==> src/rtl/ov7670_pkg.sv <==
// Shared types and defaults for the OV7670 stream generator: FSM phases, RGB565 pixel
// and the 8-bar test pattern palette.
package ov7670_pkg;

    typedef enum logic [2:0] {
        IDLE,
        VSYNC,
        VBP,
        ACTIVE,
        VFP
    } state_t;

    typedef struct packed {
        logic [4:0] r;
        logic [5:0] g;
        logic [4:0] b;
    } rgb565_t;

    localparam int DEF_H_ACTIVE    = 320;
    localparam int DEF_V_ACTIVE    = 240;
    localparam int DEF_H_BLANK     = 144;
    localparam int DEF_VSYNC_LINES = 3;
    localparam int DEF_V_BP        = 17;
    localparam int DEF_V_FP        = 10;
    localparam int DEF_ADDR_W      = 17;

    // White, yellow, cyan, green, magenta, red, blue, black.
    localparam rgb565_t BAR_COLORS [8] = '{
        rgb565_t'(16'hFFFF), rgb565_t'(16'hFFE0), rgb565_t'(16'h07FF), rgb565_t'(16'h07E0),
        rgb565_t'(16'hF81F), rgb565_t'(16'hF800), rgb565_t'(16'h001F), rgb565_t'(16'h0000)
    };

endpackage

==> src/rtl/ov7670_color_bar.sv <==
// Combinational 8-bar colour pattern: pixel column index to RGB565 colour.
// Only instantiated when OV7670_STREAM_GEN_PATTERN_EN is defined.
module ov7670_color_bar
    import ov7670_pkg::*;
#(
    parameter int H_ACTIVE = DEF_H_ACTIVE,
    parameter int IDX_W    = 9
) (
    input  logic [IDX_W-1:0] pixel,
    output rgb565_t          color
);

    logic [2:0] bar;

    always_comb begin
        bar   = 3'((32'(pixel) * 32'd8) / 32'(H_ACTIVE));
        color = BAR_COLORS[bar];
    end

endmodule

==> src/rtl/ov7670_stream_gen.sv <==
// OV7670-style pixel bus generator: frame-buffer reads to vsync/href/byte-serial d.
// Optional internal colour-bar source selected by pattern_sel under OV7670_STREAM_GEN_PATTERN_EN.
module ov7670_stream_gen
    import ov7670_pkg::*;
#(
    parameter int H_ACTIVE    = DEF_H_ACTIVE,
    parameter int V_ACTIVE    = DEF_V_ACTIVE,
    parameter int H_BLANK     = DEF_H_BLANK,
    parameter int VSYNC_LINES = DEF_VSYNC_LINES,
    parameter int V_BP        = DEF_V_BP,
    parameter int V_FP        = DEF_V_FP,
    parameter int ADDR_W      = DEF_ADDR_W
) (
    input  logic              pclk,
    input  logic              reset,
    input  logic              enable,
`ifdef OV7670_STREAM_GEN_PATTERN_EN
    input  logic              pattern_sel,
`endif
    output logic              rd_en,
    output logic [ADDR_W-1:0] rd_addr,
    input  logic [15:0]       rd_data,
    output logic              vsync,
    output logic              href,
    output logic [7:0]        d,
    output logic              frame_start,
    output logic              busy
);

    localparam int L        = 2 * H_ACTIVE + H_BLANK;
    localparam int COL_W    = $clog2(L);
    localparam int LM_A     = (VSYNC_LINES > V_BP) ? VSYNC_LINES : V_BP;
    localparam int LM_B     = (V_ACTIVE > V_FP) ? V_ACTIVE : V_FP;
    localparam int LINE_W   = $clog2(((LM_A > LM_B) ? LM_A : LM_B) + 1);

    localparam logic [COL_W-1:0] COL_LAST     = COL_W'(L - 1);
    localparam logic [COL_W-1:0] COL_PREFETCH = COL_W'(L - 2);
    localparam logic [COL_W-1:0] COL_HREF_END = COL_W'(2 * H_ACTIVE);
    localparam logic [COL_W-1:0] COL_READ_END = COL_W'(2 * H_ACTIVE - 2);

    localparam state_t FIRST_PHASE = (VSYNC_LINES > 0) ? VSYNC : ((V_BP > 0) ? VBP : ACTIVE);
    localparam state_t LAST_PHASE  = (V_FP > 0) ? VFP : ACTIVE;

    function automatic logic [LINE_W-1:0] phase_last_line(state_t s);
        case (s)
            VSYNC:   return LINE_W'(VSYNC_LINES - 1);
            VBP:     return LINE_W'(V_BP - 1);
            ACTIVE:  return LINE_W'(V_ACTIVE - 1);
            VFP:     return LINE_W'(V_FP - 1);
            default: return '0;
        endcase
    endfunction

    function automatic state_t phase_after(state_t s);
        case (s)
            VSYNC:   return (V_BP > 0) ? VBP : ACTIVE;
            VBP:     return ACTIVE;
            ACTIVE:  return VFP;
            default: return IDLE;
        endcase
    endfunction

    state_t            state, state_n;
    logic [COL_W-1:0]  col, col_n;
    logic [LINE_W-1:0] line, line_n;
    logic              start, frame_end;
    logic              in_line_n, prefetch_n, rd_n;
    logic [15:0]       pix;
    logic [7:0]        d_n, lo_hold, lo_n;
    logic [ADDR_W-1:0] pix_cnt;

`ifdef OV7670_STREAM_GEN_PATTERN_EN
    logic    pat_mode, pat_n;
    rgb565_t bar_color;

    ov7670_color_bar #(
        .H_ACTIVE (H_ACTIVE),
        .IDX_W    (COL_W - 1)
    ) u_color_bar (
        .pixel (col_n[COL_W-1:1]),
        .color (bar_color)
    );
`endif

    // Frame position of the next cycle; all outputs are registered from it.
    always_comb begin
        // NOTE: every always_comb output gets a default first, so no path can infer a latch.
        state_n   = state;
        col_n     = col;
        line_n    = line;
        start     = 1'b0;
        frame_end = (state == LAST_PHASE) && (line == phase_last_line(state)) && (col == COL_LAST);
        if (state == IDLE) begin
            start = enable;
        end else if (col == COL_LAST) begin
            col_n = '0;
            if (frame_end) begin
                state_n = IDLE;
                line_n  = '0;
                start   = enable;
            end else if (line == phase_last_line(state)) begin
                state_n = phase_after(state);
                line_n  = '0;
            end else begin
                line_n = line + 1'b1;
            end
        end else begin
            col_n = col + 1'b1;
        end
        if (start) begin
            state_n = FIRST_PHASE;
            col_n   = '0;
            line_n  = '0;
        end
    end

    // Reads run two cycles ahead of the high byte; pixel 0 is fetched in the previous line's blanking.
    always_comb begin
        in_line_n  = (state_n == ACTIVE) && (col_n < COL_HREF_END);
        prefetch_n = (col_n == COL_PREFETCH) &&
                     (((state_n == ACTIVE) && (line_n != LINE_W'(V_ACTIVE - 1))) ||
                      ((state_n == VBP) && (line_n == LINE_W'(V_BP - 1))) ||
                      ((V_BP == 0) && (state_n == VSYNC) && (line_n == LINE_W'(VSYNC_LINES - 1))));
        rd_n       = prefetch_n || (in_line_n && !col_n[0] && (col_n < COL_READ_END));
        pix        = rd_data;
`ifdef OV7670_STREAM_GEN_PATTERN_EN
        pat_n = start ? pattern_sel : pat_mode;
        if (pat_n) begin
            rd_n = 1'b0;
            pix  = bar_color;
        end
`endif
        d_n  = '0;
        lo_n = lo_hold;
        if (in_line_n) begin
            if (!col_n[0]) begin
                d_n  = pix[15:8];
                lo_n = pix[7:0];
            end else begin
                d_n = lo_hold;
            end
        end
    end

    always_ff @(posedge pclk) begin
        // NOTE: sequential state uses non-blocking assignments so every register sees pre-edge values.
        if (reset) begin
            state       <= IDLE;
            col         <= '0;
            line        <= '0;
            lo_hold     <= '0;
            pix_cnt     <= '0;
            rd_en       <= 1'b0;
            rd_addr     <= '0;
            vsync       <= 1'b0;
            href        <= 1'b0;
            d           <= '0;
            frame_start <= 1'b0;
            busy        <= 1'b0;
`ifdef OV7670_STREAM_GEN_PATTERN_EN
            pat_mode    <= 1'b0;
`endif
        end else begin
            state       <= state_n;
            col         <= col_n;
            line        <= line_n;
            lo_hold     <= lo_n;
            rd_en       <= rd_n;
            vsync       <= (state_n == VSYNC);
            href        <= in_line_n;
            d           <= d_n;
            frame_start <= start;
            busy        <= (state_n != IDLE);
            if (start || (state_n == IDLE)) begin
                pix_cnt <= '0;
                rd_addr <= '0;
            end else if (rd_n) begin
                rd_addr <= pix_cnt;
                pix_cnt <= pix_cnt + 1'b1;
            end
`ifdef OV7670_STREAM_GEN_PATTERN_EN
            pat_mode    <= pat_n;
`endif
        end
    end

endmodule
==> config.mk <==
export PLATFORM = sky130hd
export DESIGN_NAME = ov7670_stream_gen
export DESIGN_NICKNAME = d
export VERILOG_FILES = /design/src/rtl/ov7670_pkg.sv /design/src/rtl/ov7670_color_bar.sv /design/src/rtl/ov7670_stream_gen.sv
export SDC_FILE = /design/constraint.sdc
export NUM_CORES = 1
export LEC_CHECK = 0
export ABC_CLOCK_PERIOD_IN_PS = 5020
export CAP_MARGIN = 20
export CORE_UTILIZATION = 55
export CTS_CLUSTER_DIAMETER = 40
export DETAILED_ROUTE_END_ITERATION = 16
export PLACE_DENSITY = 0.79
export SLEW_MARGIN = 20
export SYNTH_ARGS = -nofsm -noshare
export SYNTH_HDL_FRONTEND = slang
export SYNTH_SLANG_ARGS = --single-unit
==> constraint.sdc <==
create_clock -name pclk -period 5.02 [get_ports pclk]
set_input_delay 0.502 -clock pclk [delete_from_list [all_inputs] [get_ports pclk]]
set_output_delay 0.502 -clock pclk [all_outputs]
set_load 0.02 [all_outputs]
==> flow_metrics.py <==
metrics = {
    "cts": {
        "htreeDepth": 3,
        "numCtsBuffers": 9,
        "cts_setup_buffers": 0,
        "cts_tree": "yes",
        "cts.clk_slew.worst_paths_ns": 0.09,
        "clockBufferDepth": 2,
        "cts-hold-fix-buffers": 0,
        "clk_latency_ns": 0.36,
        "clock-sinks": 76,
        "post_cts_resized": 0,
        "cts_root_buf": "clkbuf_8",
    },
    "synth": {
        "netlist_top_cells_count": "dfxtp_1, nor2_1, mux2i_1, a21oi_1, nand2_1",
        "yosys_warnings": 0,
        "syn_nets": 476,
        "synth.most_common_cell": "dfxtp_1",
        "yosys.area.top_type": "dfxtp_1",
        "synth_edf_count": 0,
        "syn_avg_cell_area_um2": 8.458,
        "synth_cells": 454,
        "ys_ff_latch": 76,
        "async_flop_share_pct": 0,
        "synth-seq-area-share_pct": 39.62,
        "netlist-cell-type-count": 66,
        "syn_area_um2": 3840,
        "synth_area_leaders": "dfxtp_1, mux2i_1, nor2_1",
        "yosysTopAreaCellShare_pct": 39.62,
        "synth_ff_type": "dfxtp_1",
    },
    "final_layout": {
        "diodes": 0,
        "final_cell_count_no_fill": 575,
        "num-fill-cells": 564,
        "layout-drive-gt1-share_pct": 6.869,
        "ff_latch_area_um2": 1521,
        "nNetsFinal": 512,
        "postLayoutCoreUtil_pct": 67.09,
        "multi_input_area_um2": 2168,
        "syn2layout_area_growth_pct": 18.05,
    },
    "timing": {
        "fin_crit_sh_pct": 86.42,
        "maxSlewHeadroom_pct": 44.58,
        "min_period_ns": 4.338,
        "slew_violations": 0,
        "clock-skew-final_ns": 0.01014,
        "fin_hold_ws_ns": 0.4997,
        "finalHoldViolations": 0,
        "worst_slack_ns": 0.6816,
        "worst_slew_pin_slew_ns": 0.8313,
        "grt_setup_unrepaired": "no",
        "setup_tns_ns": 0,
        "setup_viol_count_final": 0,
        "fmax_ghz": 0.2305,
    },
    "detailed_routing": {
        "drt_first_pass_iters": 5,
        "route.vias.total": 3473,
        "dr.first_iter.drc_count": 298,
        "wl_per_cell_um": 15.51,
        "drc": 0,
        "ant_nets": 0,
        "wl_um": 8917,
        "avgViaCountPerCell": 6.040,
    },
    "pwr": {
        "p_leak_nw": 1.642,
        "p_per_area_nw_per_um2": 258.8,
        "vdd_drop_max_mv": 0.1983,
    },
    "critical_path": {
        "r2r_cells": 9,
        "ff2ff_setup_slack_ns": 0.68,
        "path_class": "flop to flop",
        "crit_path_end_kind": "flop",
        "critPathArrivalTime_ns": 4.59,
        "startpoint_type": "flop",
        "worstPathRequired_ns": 5.28,
        "r2r_end": "pix_cnt[6]$_SDFFE_PP0P_",
        "r2r-start": "state[0]$_SDFF_PP0_",
        "crit_fanout": 26,
    },
    "placed_design": {
        "dp.cells": 559,
        "gp_congestion": 0.8284,
        "hpwl_um": 6144,
        "io_buffer_count": 48,
        "place_ws_ns": 0.8056,
    },
    "die": {
        "core_um2": 6756,
        "rows": 30,
        "die-area_um2": 7320,
        "fp.dieH_um": 85.56,
        "initial_core_util_pct": 56.83,
        "ios": 49,
        "die_x_um": 85.56,
    },
    "global_route": {
        "antenna_found_initial": 0,
        "track_usage_pct": 24.93,
        "grt_pass1_vias": 3175,
        "grt_max_degree": 27,
        "grt_pass1_wl_um": 14670,
        "grt-ovfl-total": 0,
    },
    "min_path": {
        "whs_endpoint": "pix_cnt[16]$_SDFFE_PP0P_",
        "holdPathStages": 2,
        "min_from": "pix_cnt[16]$_SDFFE_PP0P_",
        "hold_path.class": "flop to flop",
    },
    "run": {
        "cap_violations": 0,
    },
    "status": {
        "outcome": "finished, final reports clean",
    },
}
==> flip-flops by register name, summed over array words and instances, names as in the netlist <==
signal	flops
busy	1
col	10
d	8
frame_start	1
href	1
line	8
lo_hold	8
pix_cnt	17
rd_addr	17
rd_en	1
state	3
vsync	1
==> cell usage in the layout (no fill, tap or decap), types with 3 or more instances in the layout <==
cell,netlist,final
a21oi_1,29,29
a31oi_1,3,3
and2_1,4,4
and3_1,12,12
buf_4,1,4
clkbuf_8,0,9
clkdlybuf4s50_1,0,48
dfxtp_1,76,76
ha_1,3,3
inv_1,7,7
mux2_1,4,4
mux2i_1,35,35
nand2_1,25,25
nand2b_1,6,6
nand3_1,20,20
nand3b_1,4,4
nand4_1,14,14
nor2_1,67,67
nor2b_1,3,3
nor3_1,12,12
o211ai_1,3,3
o21a_1,3,3
o21ai_0,16,16
o21ai_1,6,6
or2_2,3,3
or3_1,16,16
or4_1,3,3
xnor2_1,5,5
xor2_1,6,6
==> final cells by class <==
cell class	instances	share of cell area, %
clock buffer	9	2.733
clock inverter	7	1.822
inverter	7	0.5796
multi-input combinational	344	47.83
sequential	76	33.56
tap	80	2.208
timing repair buffer	52	11.26
==> metrics by stage <==
stage / area [um^2] / total power, mW
finish: 4533 / 1.173
global route: 4533 / 1.215
CTS: 4533 / 1.177
detailed placement: 4327 / 0.6968
global placement: 4327 / 0.6952
floorplan: 3840 / 0.6662
==> layer usage <==
layer / track usage [%] / share of wire, %
met5: 0 / 0
met4: 12.12 / 2.5
met3: 5.775 / 4.7
met2: 39.78 / 47
met1: 31.90 / 46
==> critical path, stage by stage, from the launching register on <==
cell and delay, ns:
dfxtp_1 0.62, nand2b_1 0.13, or4b_2 0.69, a32oi_2 0.44
a21oi_1 0.38, a2111oi_1 0.62, nand3_1 0.20, o211a_2 0.43
or3_1 0.43, mux2_4 0.30
==> cell families after synthesis <==
family          Yosys count  synth area share (%)
fa+ha+maj                 3                0.9776
compound gates           83                 13.75
mux                      41                 10.98
simple gates            206                 28.25
buf+inv                  34                 3.910
xor+xnor                 11                 2.509
flops                    76                 39.62
==> where the power goes <==
group / total (mW) / internal [mW] / switching [mW] / leakage, nW
logic: 0.0741 / 0.0316 / 0.0425 / 0.931
registers: 0.609 / 0.605 / 0.00399 / 0.613
clock network: 0.490 / 0.237 / 0.252 / 0.0984
==> worst max path at each step <==
stage | start | endpoint | slack, ns | cells past startpoint
after floorplan | col[4]$_SDFF_PP0_ | pix_cnt[6]$_SDFFE_PP0P_ | 1.51 | 11
after global placement | col[4]$_SDFF_PP0_ | pix_cnt[6]$_SDFFE_PP0P_ | 0.96 | 9
after detailed placement | state[0]$_SDFF_PP0_ | pix_cnt[6]$_SDFFE_PP0P_ | 0.81 | 9
after CTS | state[0]$_SDFF_PP0_ | pix_cnt[6]$_SDFFE_PP0P_ | 0.78 | 9
after global routing | state[0]$_SDFF_PP0_ | pix_cnt[6]$_SDFFE_PP0P_ | 0.45 | 9
final | state[0]$_SDFF_PP0_ | pix_cnt[6]$_SDFFE_PP0P_ | 0.68 | 9
No activity file was read; power rests on OpenSTA's default activity.
